===== src/rtl/mult_pkg.sv =====
// Shared constants for the multiplier result buffer.
// Default depth and sticky error bit positions.
package mult_pkg;

  localparam int DEFAULT_DEPTH = 8;

  localparam int ERR_OVF      = 0;
  localparam int ERR_ORPHAN   = 1;
  localparam int ERR_NOCREDIT = 2;

  localparam int ERR_W = 3;

endpackage


===== src/rtl/result_ring.sv =====
// Circular storage for product words: one write and one read port.
// Ports: clk, rst, wr_en, wr_data, rd_en, rd_data (oldest word).
module result_ring
  import mult_pkg::*;
#(
  parameter int BITS  = 16,
  parameter int DEPTH = DEFAULT_DEPTH
) (
  input  logic            clk,
  input  logic            rst,
  input  logic            wr_en,
  input  logic [BITS-1:0] wr_data,
  input  logic            rd_en,
  output logic [BITS-1:0] rd_data
);

  localparam int AW = $clog2(DEPTH);

  logic [BITS-1:0] mem [DEPTH];
  logic [AW-1:0]   wr_ptr;
  logic [AW-1:0]   rd_ptr;

  // DEPTH is a power of two, so natural overflow wraps the pointers.
  always_ff @(posedge clk) begin
    if (rst) begin
      wr_ptr <= '0;
      rd_ptr <= '0;
    end else begin
      if (wr_en) wr_ptr <= wr_ptr + AW'(1);
      if (rd_en) rd_ptr <= rd_ptr + AW'(1);
    end
  end

  always_ff @(posedge clk) begin
    if (wr_en) mem[wr_ptr] <= wr_data;
  end

  assign rd_data = mem[rd_ptr];

endmodule


===== src/rtl/mult_result_fifo.sv =====
// Result buffer behind a non-stallable multiplier with issue credits.
// Ports: clk, rst, issue, credit_ok, in_valid/in_data, out_*, count, inflight, err.
module mult_result_fifo
  import mult_pkg::*;
#(
  parameter int BITS  = 16,
  parameter int DEPTH = DEFAULT_DEPTH
) (
  input  logic                         clk,
  input  logic                         rst,
  input  logic                         issue,
  output logic                         credit_ok,
  input  logic                         in_valid,
  input  logic [BITS-1:0]              in_data,
  output logic                         out_valid,
  input  logic                         out_ready,
  output logic [BITS-1:0]              out_data,
  output logic [$clog2(DEPTH+1)-1:0]   count,
  output logic [$clog2(DEPTH+1)-1:0]   inflight,
  output logic [ERR_W-1:0]             err
);

  localparam int CW = $clog2(DEPTH+1);
  localparam logic [CW-1:0] FULL = CW'(DEPTH);
  localparam logic [CW:0]   LIM  = (CW+1)'(DEPTH);

  logic            full;
  logic            pop;
  logic            accept;
  logic [CW-1:0]   count_nxt;
  logic [CW-1:0]   infl_nxt;
  logic [CW:0]     occ;
  logic [ERR_W-1:0] err_set;

  assign full      = (count == FULL);
  assign out_valid = (count != '0);
  assign pop       = out_valid && out_ready;
  // A full buffer still takes a word when the head leaves this cycle.
  assign accept    = in_valid && (!full || pop);

  assign occ       = {1'b0, count} + {1'b0, inflight};
  assign credit_ok = (occ < LIM);

  result_ring #(
    .BITS  (BITS),
    .DEPTH (DEPTH)
  ) u_ring (
    .clk     (clk),
    .rst     (rst),
    .wr_en   (accept),
    .wr_data (in_data),
    .rd_en   (pop),
    .rd_data (out_data)
  );

  always_comb begin
    count_nxt = count;
    unique case (1'b1)
      accept && !pop: count_nxt = count + CW'(1);
      pop && !accept: count_nxt = count - CW'(1);
      default:        count_nxt = count;
    endcase
  end

  always_comb begin
    infl_nxt = inflight;
    unique case (1'b1)
      issue && !in_valid: begin
        if (inflight != FULL) infl_nxt = inflight + CW'(1);
      end
      in_valid && !issue: begin
        if (inflight != '0) infl_nxt = inflight - CW'(1);
      end
      default: infl_nxt = inflight;
    endcase
  end

  always_comb begin
    err_set               = '0;
    err_set[ERR_OVF]      = in_valid && full && !pop;
    err_set[ERR_ORPHAN]   = in_valid && (inflight == '0);
    err_set[ERR_NOCREDIT] = issue && !credit_ok;
  end

  always_ff @(posedge clk) begin
    if (rst) begin
      count    <= '0;
      inflight <= '0;
      err      <= '0;
    end else begin
      count    <= count_nxt;
      inflight <= infl_nxt;
      err      <= err | err_set;
    end
  end

endmodule


===== config.mk =====
export PLATFORM = sky130hd
export DESIGN_NAME = mult_result_fifo
export DESIGN_NICKNAME = d
export VERILOG_FILES = /design/src/rtl/mult_pkg.sv /design/src/rtl/result_ring.sv /design/src/rtl/mult_result_fifo.sv
export SDC_FILE = /design/constraint.sdc
export NUM_CORES = 1
export LEC_CHECK = 0
export BUFFER_PORTS_ARGS = -buffer_cell sky130_fd_sc_hd__buf_2
export CAP_MARGIN = 20
export CELL_PAD_IN_SITES_DETAIL_PLACEMENT = 0
export CELL_PAD_IN_SITES_GLOBAL_PLACEMENT = 1
export CORE_AREA = 3 3 112 168
export CTS_BUF_LIST = sky130_fd_sc_hd__clkbuf_4 sky130_fd_sc_hd__clkbuf_8 sky130_fd_sc_hd__clkbuf_16
export DETAILED_ROUTE_END_ITERATION = 12
export DIE_AREA = 0 0 115 171
export PLACE_DENSITY_LB_ADDON = 0.3
export SLEW_MARGIN = 15
export SYNTH_ARGS = -nofsm -noshare
export SYNTH_HDL_FRONTEND = slang
export SYNTH_SLANG_ARGS = --single-unit

===== constraint.sdc =====
create_clock -name clk -period 7.44 [get_ports clk]
set_input_delay 0.372 -clock clk [delete_from_list [all_inputs] [get_ports clk]]
set_output_delay 0.372 -clock clk [all_outputs]
set_load 0.005 [all_outputs]

After elaboration in Yosys (flattened, before gate mapping)
Memory sizes are Yosys's and may differ from the RTL's. A register that Yosys moved wholly into a read port is not among the register bits. Index checks and enable logic that the tools add are counted.

Input bits: 21. Bits in writable memories: 128. Latch bits: 0. ROM bits: 0. Logic and storage cells: 50. Register bits after elaboration: 17. Memories: 1. Output and inout bits: 29.

Memories: u_ring.mem (words 8, bits a word 16, read ports 1, clocked after memory_dff 1, wr ports 1, line result_ring.sv:19) `logic [BITS-1:0] mem [DEPTH];`.

$mul: 0. Reductions and logical operators: 23. Div/mod/pow operators: 0. Order comparisons: 1. Multiplexer cells: 8. Eq/ne operators: 4. Bitwise operators: 1. Shift operators: 0. Add/sub/neg operators: 7.

Operator list (number): $pmux W4 S2 (2); $logic_and A1 B1 Y1 (10); $add A4 B1 Y4 const B (2); $mux W4 (2); $reduce_bool A4 Y1 (2); $sub A4 B1 Y4 const B (2); $add A3 B1 Y3 const B (2); $logic_not A1 Y1 (6); $mux W3 (2); $add A4 B4 Y5 (1); $lt A5 B4 Y1 const B (1); $eq A4 B4 Y1 const B (1); $logic_not A4 Y1 (1); $ne A2 B1 Y1 const B (2); $ne A4 B4 Y1 const B (1); $reduce_bool A2 Y1 (2); $or A3 B3 Y3 (1); $reduce_and A3 Y1 (1); $mux W1 (2); $logic_or A1 B1 Y1 (1).

Depth between registers and ports, before layout
Gate-level depths: netlist of the first run.

Depth after elaboration: 7. Depth in mapped cells: 10. Depth with buffers taken out: 10.

By module
From an unflattened synthesis of the first run, not the netlist that was laid out.

Cells, all modules: 315. Area total of the unflattened synthesis: 6087.1 µm².

By module, submodules not included: result_ring (times used 1, cells each 224, seq. area each 4023.9 µm², area each 5278.8 µm²); mult_result_fifo (times used 1, cells each 91, seq. area each 220.2 µm², area each 808.3 µm²).

Worst setup path after synthesis of the first run
OpenSTA, ideal clock, no wires.

Kind: flip-flop to flip-flop. Start: register count[1]. End: memory u_ring.mem[0][0], enable pin. Path slack: 4.840 ns. Data arrival time: 2.191 ns. Period minus slack after synthesis: 2.600 ns. Cell stages (with the launch flop): 5. Data required time: 7.031 ns. Setup time: 0.409 ns. Path through: dfxtp_1 or3_2 o21ai_4 or2_2 nor3_1.

Longest elaborated chain between the ends: 6. Elaborated cells on any way between the ends: 8. Classes of those cells: 1 x eq/ne; 2 x mux; 5 x reduce/logical.

Ends and longest elaborated chain: start: declaration (line mult_result_fifo.sv:18) `output logic [$clog2(DEPTH+1)-1:0] count,`; start signal: assignment (line mult_result_fifo.sv:91) `count <= count_nxt;`; $eq A4 B4 Y1 / $reduce_bool A4 Y1 (equally long branches) (line mult_result_fifo.sv:35, mult_result_fifo.sv:36); $logic_not A1 Y1 / $logic_and A1 B1 Y1 (equally long branches) (line mult_result_fifo.sv:39, mult_result_fifo.sv:37); $logic_or A1 B1 Y1 * (line mult_result_fifo.sv:39) `assign accept = in_valid && (!full || pop);`; $logic_and A1 B1 Y1 * (line mult_result_fifo.sv:39); $mux W1 * (line result_ring.sv:35) `if (wr_en) mem[wr_ptr] <= wr_data;`; $mux W1 (not written as such) * (line result_ring.sv:35); end: declaration (line result_ring.sv:19).

Every way passes the cells marked *; elsewhere a longest branch is shown, timed or not.

==> results of run 1 <==
-- kinds of logic (layout without fill, tap and decap cells) --
kind of cell	after synthesis	in the layout	share of synthesized area [%]
DFF	148	148	70.0
muxes	54	54	17.5
xor gates and xnor gates	8	8	1.16
adders and majority gates	13	13	2.81
and+or+nand+nor	49	49	4.00
buffers and inverters	18	96	1.92
AOI/OAI and AO/OA	22	22	2.64
-- final cells by class --
type | count | share of cell area, %
Clock buffer | 18 | 6.06
Clock inverter | 14 | 2.12
Inverter | 7 | 0.368
Multi-Input combinational cell | 146 | 24.0
Sequential cell | 148 | 59.5
Tap cell | 213 | 3.73
Timing Repair Buffer | 57 | 4.28
-- synth_stat cells, drive strengths merged (2+ instances only) --
cell	number	area [sq um]
nand2	6	22.5
o21ai	2	21.3
xnor2	2	17.5
clkbuf	2	18.8
a31oi	2	12.5
buf	9	71.3
mux2i	3	30.0
inv	7	26.3
dfxtp	20	400
mux2	19	214
o211ai	2	15.0
nor3	4	20.0
or4	2	18.8
nand3	2	10.0
xor2	6	52.6
ha	12	150
nor2b	3	18.8
nor2	22	82.6
edfxtp	128	3840
mux4	32	815
nand2b	3	18.8
a21oi	9	45.0
or3	3	21.3
-- worst max-delay path, delay by kind of cell, from the launching register on --
family                 cells  cell delay (ns)
buffers and inverters      1             0.13
flip-flops                 1             1.01
multiplexers               2             0.95
-- per-stage QoR --
| stage | util, % | power (mW) | setup WS (ns) | area [sq um] | hold WS [ns] |
|---|---|---|---|---|---|
| CTS | 41.0 | 2.25 | 4.47 | 7140 | 0.199 |
| global placement | 37.6 | 1.40 | 4.88 | 6560 | 0.449 |
| floorplan | - | 1.28 | 4.84 | 6060 | 0.449 |
| finish | 41.0 | 2.21 | 4.56 | 7140 | 0.216 |
| global route | 41.0 | 2.32 | 4.39 | 7140 | 0.222 |
| detailed placement | 37.6 | 1.41 | 4.76 | 6560 | 0.476 |
-- routing by layer --
| metal | up-vias | share of wire [%] | GRT usage [%] |
|---|---|---|---|
| met5 | - | 0.12 | 0 |
| met4 | 4 | 1.1 | 3.83 |
| met3 | 14 | 4.5 | 4.39 |
| met2 | 68 | 52 | 20.8 |
| met1 | 1521 | 42 | 14.2 |
| li1 | 1400 | - | - |
-- power groups by stage --
stage          combinational (mW)  clock, mW  sequential [mW]
2_1_floorplan               0.283          0            0.998
3_3_place_gp                0.356          0             1.04
3_5_place_dp                0.364          0             1.04
4_1_cts                     0.366      0.853             1.03
5_1_grt                     0.396      0.890             1.03
6_report                    0.357      0.830             1.02
-- path summary, 6_finish.rpt --
kind / from / end / slack, ns / cells after the start
worst min-delay path: in_data[7] / u_ring.mem[2][7] / 0.22 / 1
worst max-delay path: register / out_data[5] / 4.56 / 3
worst min register to register: err[0] / err[0] / 0.49 / 2
worst max register to register: count[2] / count[2] / 4.74 / 9
-- flip-flops by register name, indices dropped and copies added, names as in the netlist, named ones only --
register / cells
count: 4
u_ring.wr_ptr: 3
inflight: 4
u_ring.mem: 128
err: 3
u_ring.rd_ptr: 3
==> flow_summary.yaml, run 1 <==
critical_path:
  crit_path_end_kind: "primary output"
  crit_chain: "mux4_1, mux2_2, buf_2"
  critPathLaunchType: "register"
  cp_data_arrival_time_ns: 2.50
  path_max_fanout: 32
  cp_slowest_cell: "dfxtp_2"
  critical_path_class: "reg -> out"
  critPathRequiredTime_ns: 7.07
  max_stage_delay_ns: 1.01
synthesis:
  async_flop_share_pct: 0
  syn_area_per_cell_sq_um: 19.4
  yosys_warnings: 0
  synthFlopType: "edfxtp_1"
  ys_types: 41
  yosysSeqAreaShare_pct: 70.0
  synthesis.nets: 346
  synth-edff-count: 128
  ys_ff_latch: 148
  netlist_instances: 312
  synth_area_sq_um: 6060
clocking:
  clock_latency_ns: 0.42
  cts_resized: 0
  hold_buffers: 0
  path_clk_slew_ns: 0.06
  root_buffer: "clkbuf_16"
  cts.htree.levels: 4
  numCtsBuffers: 17
  clock_sinks: 148
  cts_setup_buffers: 0
  cts_tree: "yes"
  clockBufferDepth: 2
pwr:
  powerDensity_nw_per_um2: 310
  clockPowerShare_pct: 37.6
  power.static_leakage_nw: 2.52
  intPower_mw: 1.66
  comb_power_share_pct: 16.1
  vdd.ir_drop.worst_v: 0.000150
  p_sw_share_pct: 25.1
  p_seq_share_pct: 46.3
  power.switching_mw: 0.555
floorplanning:
  fp.dieW_microns: 115
  initial_core_util_pct: 34.8
  rows: 59
  core_sq_um: 17400
  dieArea_sq_um: 19700
  die_h_microns: 171
  pin_count: 50
global_route:
  grt_pass1_vias: 3211
  antenna_found_initial: 2
  grt_pass1_wl_microns: 17600
  grt.total_usage_pct: 12.1
  grt_max_degree: 33
  overflow: 0
layout:
  layout_commonest_cell: "edfxtp_1"
  seq_area_sq_um: 4250
  mostFrequentLayoutCells: "edfxtp_1 (128), buf_2 (49), mux4_1 (25)"
  final_nets: 411
  multi_input_comb_area_sq_um: 1710
  area_delta_synth_final_pct: 17.8
  layout-drive-gt1-share_pct: 32.8
  fill_cells: 1573
  layout.cells.non_filler: 603
  antennaDiodeCount: 0
routing:
  vias_per_cell: 4.99
  vias: 3007
  drt_iter0_drc: 186
  route.detailed.drc: 0
  ant_nets: 0
  wl_per_cell_microns: 18.6
  postRouteWirelength_microns: 11200
  firstDrtPassIters: 6
sta:
  fin_crit_ns: 2.88
  rsz0062_at_grt: "false"
  setup_violations: 0
  clock.fmax_ghz: 0.348
  max-slew-margin-rel_pct: 31.5
  tightest_slew_ns: 1.03
  fin_tns_setup_ns: 0
  final_max_slew_viol_count: 0
  finalHoldViolCount: 0
  period_share_pct: 38.7
  fin_worst_skew_ns: 0.0107
status:
  status: "completed"
job:
  max_cap_violations: 0
placement:
  io_buffers: 49
  numPlacedInstances: 571
  gp_congestion: 0.682
  hpwl_microns: 6690
worst_hold_path:
  hold_class: "in -> reg"
Note: power is estimated with default switching activity, not from simulation.
==> inputs of run 2 (changes only) <==
--- a/config.mk
+++ b/config.mk
@@ -5,14 +5,15 @@
 export SDC_FILE = /design/constraint.sdc
 export NUM_CORES = 1
 export LEC_CHECK = 0
+export ABC_AREA = 1
 export BUFFER_PORTS_ARGS = -buffer_cell sky130_fd_sc_hd__buf_2
 export CAP_MARGIN = 20
 export CELL_PAD_IN_SITES_DETAIL_PLACEMENT = 0
 export CELL_PAD_IN_SITES_GLOBAL_PLACEMENT = 1
-export CORE_AREA = 3 3 112 168
+export CORE_AREA = 3 3 113 169
 export CTS_BUF_LIST = sky130_fd_sc_hd__clkbuf_4 sky130_fd_sc_hd__clkbuf_8 sky130_fd_sc_hd__clkbuf_16
 export DETAILED_ROUTE_END_ITERATION = 12
-export DIE_AREA = 0 0 115 171
+export DIE_AREA = 0 0 116 172
 export PLACE_DENSITY_LB_ADDON = 0.3
 export SLEW_MARGIN = 15
 export SYNTH_ARGS = -nofsm -noshare
==> constraint.sdc (replaced) <==
create_clock -name clk -period 2.5 [get_ports clk]
set_input_delay 0.125 -clock clk [delete_from_list [all_inputs] [get_ports clk]]
set_output_delay 0.125 -clock clk [all_outputs]
set_load 0.005 [all_outputs]
==> flow_summary.yaml, run 2 <==
sta:
  whs_ns: 0.0338
  period_share_pct: 85.6
  setup_violations: 0
  fin_crit_ns: 2.14
  max-slew-margin-rel_pct: 51.5
  setup_ws_ns: 0.359
  clock.fmax_ghz: 0.467
  rsz0062_at_grt: "false"
  finalHoldViolCount: 0
  fin_worst_skew_ns: 0.00634
  tightest_slew_ns: 0.727
  final_max_slew_viol_count: 0
  fin_tns_setup_ns: 0
layout:
  antennaDiodeCount: 0
  utilization_pct: 41.3
  regMostFlops: "u_ring.mem"
  final_nets: 627
  multi_input_comb_area_sq_um: 1630
  reg_top3: "u_ring.mem: 128 flops, count: 4 flops, inflight: 4 flops"
  fill_cells: 1669
  layout_commonest_cell: "edfxtp_1"
  mostFrequentLayoutCells: "edfxtp_1 (128), nor2_1 (81), nand2_1 (81)"
  seq_area_sq_um: 4250
  area_delta_synth_final_pct: 20.2
  largest_reg_flops: 128
  layout-drive-gt1-share_pct: 16.1
clocking:
  root_buffer: "clkbuf_16"
  path_clk_slew_ns: 0.06
  cts.htree.levels: 4
  numCtsBuffers: 17
  clock_latency_ns: 0.41
  cts_setup_buffers: 0
  clockBufferDepth: 2
  cts_tree: "yes"
  clock_sinks: 148
routing:
  postRouteWirelength_microns: 13300
  drt_iter0_drc: 231
  firstDrtPassIters: 4
  route.detailed.drc: 0
  wl_per_cell_microns: 16.2
  vias_per_cell: 4.85
  vias: 3978
  ant_nets: 0
critical_path:
  path_max_fanout: 48
  critPathRequiredTime_ns: 2.38
  crit_path_end_kind: "primary output"
  cp_data_arrival_time_ns: 2.02
  critPathLaunchType: "register"
  critical_path_class: "reg -> out"
global_route:
  grt_pass1_vias: 4034
  overflow: 0
  grt.total_usage_pct: 13.9
  antenna_found_initial: 0
  grt_pass1_wl_microns: 20600
  grt_max_degree: 49
synthesis:
  synth-edff-count: 128
  yosysTopAreaCell: "edfxtp_1"
  yosysTopAreaCellShare_pct: 62.7
  yosysMostFrequentCell: "edfxtp_1"
  yosysSeqAreaShare_pct: 69.2
  ys_ff_latch: 148
  synthFlopType: "edfxtp_1"
  synth_area_sq_um: 6130
  ys_types: 30
  synth_area_leaders: "edfxtp_1 (63%), dfxtp_1 (6.5%), nand2_1 (5.0%)"
  yosys-top-cells-count: "edfxtp_1 (128), nand2_1 (81), nor2_1 (81), o21ai_0 (55), inv_1 (27)"
  async_flop_share_pct: 0
  syn_area_per_cell_sq_um: 11.8
  yosys_warnings: 0
  synthesis.nets: 552
  netlist_instances: 518
pwr:
  p_seq_share_pct: 42.2
  power_mw: 7.18
  intPower_mw: 5.06
  vdd.ir_drop.worst_v: 0.000406
  clockPowerShare_pct: 35.5
  power.switching_mw: 2.12
  powerDensity_nw_per_um2: 974
  p_sw_share_pct: 29.5
  power.static_leakage_nw: 2.77
  comb_power_share_pct: 22.3
placement:
  gp_congestion: 0.772
  hpwl_microns: 7910
  pre_cts_ws_ns: 0.512
  io_buffers: 49
job:
  max_cap_violations: 0
floorplanning:
  die_h_microns: 172
  rows: 60
  initial_core_util_pct: 34.3
  fp.dieW_microns: 116
  dieArea_sq_um: 20000
  pin_count: 50
  core_sq_um: 17900
status:
  status: "completed"
worst_hold_path:
  hold_class: "in -> reg"
-- run 2: cell count changes in the layout (fill, tap and decap cells not counted), moves of 13 or more --
cell	previous run	this run
dlygate4sd3_1	0	18
inv_1	7	27
mux2_2	19	0
mux2i_1	3	16
mux4_1	25	0
nand2_1	6	81
nor2_1	22	81
o21ai_0	1	55
o21ai_1	0	16
o22ai_1	0	16
-- run 2: repair_timing --
| item | in CTS | in global routing |
|---|---|---|
| hold buffers | 18 | 0 |
| gates resized for setup | 0 | 0 |
| endpoints found under the hold margin | 130 | 0 |
-- run 2: layout make-up --
class                   count  area share (%)
well taps                 217            3.68
repair buffers             79            7.16
flip-flops and latches    148            57.6
multi-input cells         318            22.1
clock inverters            12            2.14
clock buffers              18            5.87
inverters                  29            1.51
-- run 2: worst max-delay path: stages (launching register included) --
cell,delay [ns]
dfxtp_2,0.57
inv_4,0.30
o21ai_0,0.33
o21ai_1,0.11
nand2_1,0.09
nand2_1,0.06
buf_2,0.13
-- run 2: power by group through the flow --
stage / Sequential [mW] / Combinational [mW] / Clock, mW
2_1_floorplan: 2.98 / 1.19 / 0
3_3_place_gp: 3.07 / 1.58 / 0
3_5_place_dp: 3.08 / 1.61 / 0
4_1_cts: 3.03 / 1.64 / 2.60
5_1_grt: 3.05 / 1.84 / 2.70
6_report: 3.03 / 1.60 / 2.55
-- run 2: through the flow --
stage | instance area, sq um | cells
2_1_floorplan | 6130 | 518
3_3_place_gp | 6600 | 773
3_5_place_dp | 6600 | 773
4_1_cts | 7370 | 821
5_1_grt | 7370 | 821
6_report | 7370 | 821
-- run 2: worst paths after layout --
check	to	startpoint	slack, ns	depth (start not counted)
hold reg to reg	err[1]	err[1]	0.45	2
setup / recovery	out_data[3]	register	0.36	6
setup reg to reg	count[2]	count[1]	0.45	12
hold / removal	err[1]	in_valid	0.03	3
-- run 2: kinds of logic after synthesis --
| group | after synthesis | synth area share (%) |
|---|---|---|
| adders and majority gates | 13 | 2.77 |
| xor gates and xnor gates | 4 | 0.571 |
| buffers and inverters | 52 | 4.30 |
| and+or+nand+nor | 178 | 11.4 |
| AOI/OAI and AO/OA | 107 | 9.20 |
| muxes | 16 | 2.61 |
| DFF | 148 | 69.2 |
-- run 2: layer usage --
layer	global-route usage, %	vias to the layer above	part of all wire [%]
met5	0	-	0
met4	5.10	0	1.5
met3	3.64	15	4.1
met2	25.5	83	54
met1	15.2	1909	40
li1	-	1971	-
==> inputs of run 3 (changes only) <==
--- a/config.mk
+++ b/config.mk
@@ -10,12 +10,13 @@
 export CAP_MARGIN = 20
 export CELL_PAD_IN_SITES_DETAIL_PLACEMENT = 0
 export CELL_PAD_IN_SITES_GLOBAL_PLACEMENT = 1
-export CORE_AREA = 3 3 113 169
+export CORE_AREA = 3 3 118 177
 export CTS_BUF_LIST = sky130_fd_sc_hd__clkbuf_4 sky130_fd_sc_hd__clkbuf_8 sky130_fd_sc_hd__clkbuf_16
 export DETAILED_ROUTE_END_ITERATION = 12
-export DIE_AREA = 0 0 116 172
+export DIE_AREA = 0 0 121 180
 export PLACE_DENSITY_LB_ADDON = 0.3
 export SLEW_MARGIN = 15
 export SYNTH_ARGS = -nofsm -noshare
 export SYNTH_HDL_FRONTEND = slang
+export SYNTH_HIERARCHICAL = 1
 export SYNTH_SLANG_ARGS = --single-unit
==> flow_summary.yaml, run 3 <==
worst_hold_path:
  hold_class: "in -> reg"
  min-delay-start: "in_data[14]"
pwr:
  power.static_leakage_nw: 3.67
  vdd.ir_drop.worst_v: 0.000477
  power_mw: 7.28
  powerDensity_nw_per_um2: 915
sta:
  setup_violations: 0
  final_max_slew_viol_count: 0
  fin_crit_ns: 2.26
  finalHoldViolCount: 0
  clock.fmax_ghz: 0.442
  fin_tns_setup_ns: 0
  rsz0062_at_grt: "false"
  max-slew-margin-rel_pct: 47.9
  period_share_pct: 90.6
  fin_worst_skew_ns: 0.0102
  tightest_slew_ns: 0.780
critical_path:
  startpoint: "count[0]"
  path_max_fanout: 16
  crit_path_end_kind: "register"
  cp_data_arrival_time_ns: 2.37
  critPathRequiredTime_ns: 2.61
  critPathLaunchType: "register"
  worstReg2RegStart: "count[0]"
  critical_path_class: "reg -> reg"
synthesis:
  syn_area_per_cell_sq_um: 9.51
  yosysTopAreaCell: "edfxtp_1"
  synth-edff-count: 128
  yosys_warnings: 6
  synthFlopType: "edfxtp_1"
  async_flop_share_pct: 0
  yosys-top-cells-count: "nand2_1 (235), inv_1 (152), edfxtp_1 (128), nand3_1 (67), nor2_1 (28)"
  yosysTopAreaCellShare_pct: 56.9
  yosysSeqAreaShare_pct: 62.9
  netlist_instances: 710
  yosysMostFrequentCell: "nand2_1"
  synthesis.nets: 742
  ys_types: 30
  ys_ff_latch: 148
  synth_area_sq_um: 6750
  synth_area_leaders: "edfxtp_1 (57%), nand2_1 (13%), inv_1 (8.5%)"
placement:
  io_buffers: 49
  hpwl_microns: 9620
  gp_congestion: 0.811
floorplanning:
  initial_core_util_pct: 34.4
  core_sq_um: 19600
  die_h_microns: 180
  fp.dieW_microns: 121
  dieArea_sq_um: 21800
  pin_count: 50
  rows: 63
global_route:
  overflow: 0
  antenna_found_initial: 0
  grt_pass1_wl_microns: 24000
  grt_pass1_vias: 4789
  grt_max_degree: 43
  grt.total_usage_pct: 14.1
routing:
  drt_iter0_drc: 201
  route.detailed.drc: 0
  vias: 4730
  firstDrtPassIters: 4
  ant_nets: 0
  postRouteWirelength_microns: 14700
  wl_per_cell_microns: 14.0
  vias_per_cell: 4.50
layout:
  area_delta_synth_final_pct: 17.8
  antennaDiodeCount: 0
  layout-drive-gt1-share_pct: 13.6
  mostFrequentLayoutCells: "nand2_1 (235), inv_1 (152), edfxtp_1 (128)"
  regMostFlops: "u_ring/mem"
  layout_commonest_cell: "nand2_1"
  largest_reg_flops: 128
  final_nets: 812
  reg_top3: "u_ring/mem: 128 flops, count: 4 flops, inflight: 4 flops"
clocking:
  clock_sinks: 148
  cts.htree.levels: 4
  clockBufferDepth: 2
  cts_tree: "yes"
  root_buffer: "clkbuf_16"
  path_clk_slew_ns: 0.07
  numCtsBuffers: 17
  clock_latency_ns: 0.41
job:
  max_cap_violations: 0
status:
  status: "completed"
## run 3: cell types whose count changed after synthesis, sizes merged, moves of 6 or more
cell	change
nor2	-52
nand3	+59
inv	+125
mux2i	-16
a21oi	-6
o22ai	-16
nand2	+156
o21ai	-63
## run 3: critical path: stages (launching register included)
cell	delay, ns
dfxtp_1	0.46
nor2_2	0.11
nand2_4	0.13
nand2_4	0.06
inv_1	0.15
o21ai_0	0.11
inv_1	0.12
inv_1	0.09
or2_2	0.32
nor2_1	0.20
buf_12	0.21
## run 3: where the power goes
part | leakage (nW) | internal, mW | switching [mW] | total (mW)
clock network | 0.269 | 1.39 | 1.04 | 2.43
registers | 1.33 | 2.85 | 0.164 | 3.01
logic | 2.08 | 0.675 | 1.16 | 1.83
## run 3: cell families after synthesis
group / after synthesis / share of synthesized area [%]
xor+xnor: 4 / 0.519
flops: 148 / 62.9
buf+inv: 176 / 11.0
simple gates: 348 / 21.6
compound gates: 23 / 1.83
fa+ha+maj: 11 / 2.15
## run 3: cell type report
cell class | instances | area (sq um)
Clock buffer | 17 | 425
Clock inverter | 14 | 143
Fill cell | 1899 | 11700
Inverter | 153 | 574
Multi-Input combinational cell | 386 | 1760
Sequential cell | 148 | 4250
Tap cell | 260 | 325
Timing Repair Buffer | 74 | 479
## run 3: timing repair
action / in CTS / in global routing
gates resized for setup: 0 / 1
setup endpoints to repair: 0 / 2
endpoints found under the hold margin: 31 / 0
buffers inserted: 0 / 0
hold buffers: 7 / 0
## run 3: worst paths after layout
check	endpoint	slack (ns)	cells past startpoint
min	u_ring/mem[3][14]	0.005	1
max	u_ring/mem[0][3]	0.24	10
max reg2reg	u_ring/mem[0][3]	0.24	10
min reg2reg	err[1]	0.46	2
## run 3: routing by layer
metal  global-route usage, %  wire length, microns  vias up
met1                    16.2                  6060     2250
met2                    26.2                  7900      100
met4                    4.45                   232        0
met5                       0                     0        -
met3                    2.42                   520       13
li1                        -                     -     2367
## run 3: stage by stage
stage	util [%]	hold slack (ns)	worst slack [ns]	instances	instance area, sq um
6_report	40.5	0.00505	0.236	1052	7960
3_3_place_gp	37.3	0.393	0.347	1014	7310
4_1_cts	40.5	0.00132	0.222	1052	7950
2_1_floorplan	-	0.194	0.0314	710	6750
3_5_place_dp	37.3	0.403	0.258	1014	7310
5_1_grt	40.5	0.00629	0.0366	1052	7960
